## src/rtl/spi_master.sv

```systemverilog
// rtl/spi_master.sv - mode-0 SPI master serialising a byte stream MSB first
// cs_n stays low across bytes until a byte flagged last has been shifted.
module spi_master #(
  parameter int CLK_DIV  = 4,
  parameter int CS_SETUP = 2,
  parameter int CS_HOLD  = 2,
  parameter int CS_IDLE  = 4
) (
  input  logic       clk,
  input  logic       rst,
  input  logic [7:0] tx_data,
  input  logic       tx_last,
  input  logic       tx_valid,
  output logic       tx_ready,
  output logic [7:0] rx_data,
  output logic       rx_valid,
  output logic       busy,
  output logic       sclk,
  output logic       cs_n,
  output logic       mosi,
  input  logic       miso
);

  localparam int M_A     = (CLK_DIV > CS_SETUP) ? CLK_DIV : CS_SETUP;
  localparam int M_B     = (CS_HOLD > CS_IDLE) ? CS_HOLD : CS_IDLE;
  localparam int CNT_MAX = (M_A > M_B) ? M_A : M_B;
  localparam int CW      = $clog2(CNT_MAX + 1);

  localparam logic [CW-1:0] LD_DIV   = CW'(CLK_DIV - 1);
  localparam logic [CW-1:0] LD_SETUP = CW'(CS_SETUP - 1);
  localparam logic [CW-1:0] LD_HOLD  = CW'(CS_HOLD - 1);
  localparam logic [CW-1:0] LD_IDLE  = CW'(CS_IDLE - 1);

  localparam logic [2:0] S_IDLE  = 3'd0;
  localparam logic [2:0] S_SETUP = 3'd1;
  localparam logic [2:0] S_LOW   = 3'd2;
  localparam logic [2:0] S_HIGH  = 3'd3;
  localparam logic [2:0] S_NEXT  = 3'd4;
  localparam logic [2:0] S_HOLD  = 3'd5;
  localparam logic [2:0] S_GAP   = 3'd6;

  logic [2:0]    state;
  logic [CW-1:0] cnt;
  logic [2:0]    bit_cnt;
  logic [6:0]    tx_sr;   // bit 7 goes straight to mosi on accept
  logic [7:0]    rx_sr;
  logic          last_q;

  assign tx_ready = (state == S_IDLE) || (state == S_NEXT);
  assign busy     = (state != S_IDLE);

  always_ff @(posedge clk or posedge rst) begin
    if (rst) begin
      state    <= S_IDLE;
      cnt      <= '0;
      bit_cnt  <= 3'd0;
      tx_sr    <= 7'd0;
      rx_sr    <= 8'd0;
      last_q   <= 1'b0;
      rx_data  <= 8'd0;
      rx_valid <= 1'b0;
      sclk     <= 1'b0;
      cs_n     <= 1'b1;
      mosi     <= 1'b0;
    end else begin
      rx_valid <= 1'b0;
      case (state)
        S_IDLE: begin
          if (tx_valid) begin
            tx_sr   <= tx_data[6:0];
            last_q  <= tx_last;
            mosi    <= tx_data[7];
            cs_n    <= 1'b0;
            bit_cnt <= 3'd0;
            cnt     <= LD_SETUP;
            state   <= S_SETUP;
          end
        end
        S_SETUP: begin
          if (cnt == '0) begin
            cnt   <= LD_DIV;
            state <= S_LOW;
          end else begin
            cnt <= cnt - 1'b1;
          end
        end
        S_LOW: begin
          if (cnt == '0) begin
            sclk  <= 1'b1;
            rx_sr <= {rx_sr[6:0], miso};
            cnt   <= LD_DIV;
            state <= S_HIGH;
          end else begin
            cnt <= cnt - 1'b1;
          end
        end
        S_HIGH: begin
          if (cnt == '0) begin
            sclk <= 1'b0;
            if (bit_cnt == 3'd7) begin
              rx_data  <= rx_sr;
              rx_valid <= 1'b1;
              bit_cnt  <= 3'd0;
              cnt      <= LD_HOLD;
              state    <= last_q ? S_HOLD : S_NEXT;
            end else begin
              bit_cnt <= bit_cnt + 3'd1;
              mosi    <= tx_sr[6];
              tx_sr   <= {tx_sr[5:0], 1'b0};
              cnt     <= LD_DIV;
              state   <= S_LOW;
            end
          end else begin
            cnt <= cnt - 1'b1;
          end
        end
        S_NEXT: begin
          // chip select already asserted, so go straight into the low half
          if (tx_valid) begin
            tx_sr   <= tx_data[6:0];
            last_q  <= tx_last;
            mosi    <= tx_data[7];
            bit_cnt <= 3'd0;
            cnt     <= LD_DIV;
            state   <= S_LOW;
          end
        end
        S_HOLD: begin
          if (cnt == '0) begin
            cs_n  <= 1'b1;
            mosi  <= 1'b0;
            cnt   <= LD_IDLE;
            state <= S_GAP;
          end else begin
            cnt <= cnt - 1'b1;
          end
        end
        S_GAP: begin
          if (cnt == '0) begin
            state <= S_IDLE;
          end else begin
            cnt <= cnt - 1'b1;
          end
        end
        default: state <= S_IDLE;
      endcase
    end
  end

endmodule

```

## config.mk

```make
export PLATFORM = sky130hd
export DESIGN_NAME = spi_master
export DESIGN_NICKNAME = d
export VERILOG_FILES = /design/src/rtl/spi_master.sv
export SDC_FILE = /design/constraint.sdc
export NUM_CORES = 1
export LEC_CHECK = 0
export CORE_AREA = 2 2 64 66
export CTS_BUF_LIST = sky130_fd_sc_hd__clkbuf_4 sky130_fd_sc_hd__clkbuf_8
export DETAILED_ROUTE_END_ITERATION = 8
export DIE_AREA = 0 0 66 68
export GPL_TIMING_DRIVEN = 0
export PLACE_DENSITY = 0.71
export SYNTH_ARGS = -nofsm -noshare
export SYNTH_HDL_FRONTEND = slang
export SYNTH_SLANG_ARGS = --single-unit
```

## constraint.sdc

```tcl
create_clock -name clk -period 1.55 [get_ports clk]
set_input_delay 0.31 -clock clk [delete_from_list [all_inputs] [get_ports clk]]
set_output_delay 0.31 -clock clk [all_outputs]
set_load 0.005 [all_outputs]
```

==> flow_metrics.env <==
export IMPL_status="complete, but fails checks"
export IMPL_violations="setup timing"
export IMPL_vias=1591
export IMPL_syn_inst=164
export IMPL_synth_area_um2=1800
export IMPL_slowest_delay_ns=0.39
export IMPL_start_util_pct=46.7
export IMPL_synth_commonest_cells="dfrtp_1, nand2_1, a21oi_1, nor2_1, mux2_2"
export IMPL_drv_cap=0
export IMPL_finalCritPeriodShare_pct=108
export IMPL_postRouteAntennaNets=0
export IMPL_synth_most_common_cell="dfrtp_1"
export IMPL_setup_violations=20
export IMPL_crit_path_top_delay_cell="dfrtp_1"
export IMPL_critical_path_cell_chain="inv_2 > ha_4 > nor3b_4 > buf_6 > nand3b_1 > buf_6 > o22ai_4 > a21oi_2"
export IMPL_critPathArrivalTime_ns=1.84
export IMPL_grt_usage_pct=22.1
export IMPL_min_period_ns=1.67
export IMPL_crit_top_cell="buf_6"
export IMPL_wl_met1_mm=1.84
export IMPL_ys_flop_type="dfrtp_1"
export IMPL_synth_top_area_cell="dfrtp_1"
export IMPL_timing_fmax_mhz=598
export IMPL_antenna_found_initial=0
export IMPL_slew_viol_final=0
export IMPL_yosys_register_bits=37
export IMPL_clock_path_buffers=2
export IMPL_die_w_um=66
export IMPL_max_slew_margin_pct=49.0
export IMPL_worst_setup_path_type="flip-flop to flip-flop"
export IMPL_finalHoldViolations=0
export IMPL_grt_max_degree=38
export IMPL_cts_tree="done"
export IMPL_routedWlPerCell_um=18.0
export IMPL_grt_pass1_wl_mm=7.36
export IMPL_synthTopCellsByArea="dfrtp_1, mux2_4, mux2_2"
export IMPL_hold_buffers=0
export IMPL_dr_pass1_iters=5
export IMPL_yosysTopAreaCellShare_pct=50.0
export IMPL_worst_slew_pin_slew_ns=0.764
export IMPL_finClkSkew_ns=0.00906
export IMPL_clock_sinks=37
export IMPL_ys_seq_area_share_pct=51.5
export IMPL_dp_slack_ns=-0.402
export IMPL_fin_nets=240
export IMPL_final_util_pct=67.2
export IMPL_grt_pass1_vias=1525
export IMPL_synth_fp_nets=182
export IMPL_top_layer="met4"
export IMPL_cts_buffers_inserted=5
export IMPL_drive_above_1_share_pct=40.8
export IMPL_clk_latency_ns=0.29
export IMPL_wl_mm=4.91
export IMPL_area_delta_synth_final_pct=43.8
export IMPL_synth_edf_count=0
export IMPL_vdd_drop_max_uv=865
export IMPL_routed_wl_met3_um=244
export IMPL_core_um2=3860
export IMPL_place_inst=240
export IMPL_cellPowerDensity_nw_per_um2=1740
export IMPL_cts_root_buf="clkbuf_8"
export IMPL_drt_iter0_drc=176
export IMPL_die_area_um2=4490
export IMPL_drc=0
export IMPL_die_height_um=68
export IMPL_core_rowCount=23
export IMPL_vias_per_cell=5.83
export IMPL_rsz0062_at_grt="true"
export IMPL_synth_avg_cell_area_um2=11.0
export IMPL_cp_end_kind="flip-flop"
export IMPL_hpwl_mm=2.65
export IMPL_clk_pin_slew_ns=0.08
export IMPL_required_ns=1.72
export IMPL_p_leak_nw=1.16
export IMPL_design_area_um2=2590
export IMPL_place_area_um2=2130
export IMPL_n_antenna_cell=0
export IMPL_fin_cells=273
export IMPL_crit_path_max_fanout=5
export IMPL_setup_tns_ns=-1.39
export IMPL_total_power_mw=4.49
export IMPL_cts_htree_levels=2
export IMPL_setup_slack_ns=-0.123
export IMPL_portBuffers=26
export IMPL_critPathLaunchType="flip-flop"
export IMPL_grt_remaining_overflow=0
export IMPL_whs_ns=0.496
export IMPL_hp_class="input port to async pin"
export IMPL_ys_types=38
export IMPL_io_pins=27
export IMPL_globalplace_congestion=0.845
export IMPL_yosys_warnings=0
export IMPL_wl_met2_mm=2.62
export IMPL_async_flop_share_pct=100
[flip-flops by register name, summed over array words and instances (netlist names), 3 cells and up]
name,count
bit_cnt,3
rx_sr,8
cnt,3
rx_data,8
state,3
tx_sr,7
[layout make-up]
cell class              count  area, µm²
fillers                   303       1270
inverters                   7       30.0
well taps                  50       62.6
plain buffers               8       65.1
flip-flops and latches     37        930
multi-input cells         113        975
clock buffers               5       68.8
clock inverters             3       17.5
repair buffers             50        442
[kinds of logic (layout without fill, tap and decap cells)]
family          count (synthesis)  in the layout  synth area share [%]
buf+inv                        15             73                  3.54
compound gates                 40             40                  14.0
flops                          37             37                  51.5
mux                            18             18                  12.9
fa+ha+maj                       5              5                  3.47
simple gates                   49             50                  14.6
[cell usage in the layout, fill, tap and decap left out, drive strengths merged, types with 2 or more instances in the layout]
cell type	instances
dfrtp	36
nand2b	2
nor2	14
a21oi	14
clkbuf	9
a31oi	3
a221oi	2
nand2	16
clkinvlp	2
clkinv	2
nand3b	3
buf	30
and2	2
inv	6
nand3	8
o21ai	5
o22ai	8
clkdlybuf4s50	23
mux2	17
ha	5
o31ai	2
[metal layers]
metal | global-route usage [%] | vias to the layer above
li1 | - | 708
met1 | 25.6 | 794
met2 | 40.4 | 67
met3 | 4.61 | 22
met4 | 8.16 | 0
met5 | 0 | -
[power breakdown]
group / switching [mW] / internal, mW / total (mW) / leakage (nW)
sequential: 0.282 / 1.28 / 1.57 / 0.463
combinational: 1.09 / 1.18 / 2.27 / 0.653
clock: 0.347 / 0.310 / 0.657 / 0.0439
total: 1.72 / 2.78 / 4.49 / 1.16
[worst max-delay path: cells and delay by family (launching register included)]
kind,cells,cell delay [ns]
buf+inv,3,0.45
simple gates,2,0.41
flops,1,0.39
compound gates,2,0.16
fa+ha+maj,1,0.14
[path summary, 6_finish.rpt]
path	start	to	slack, ns	depth (start not counted)
max in group asynchronous	rst	state[2]	0.60	2
worst min register to register	sclk	sclk	0.50	2
worst max register to register	cnt[0]	tx_sr[1]	-0.12	8
worst min-delay path	rst	bit_cnt[2]	0.50	2
min in group clk	sclk	sclk	0.50	2
worst max-delay path	cnt[0]	tx_sr[1]	-0.12	8
[timing repair]
action / in CTS / in global routing
resized for setup: 31 / 32
gates cloned: 2 / 1
pin swaps: 11 / 6
endpoints found under the setup margin: 69 / 36
setup buffers: 13 / 9
No activity file was read; power rests on OpenSTA's default activity.
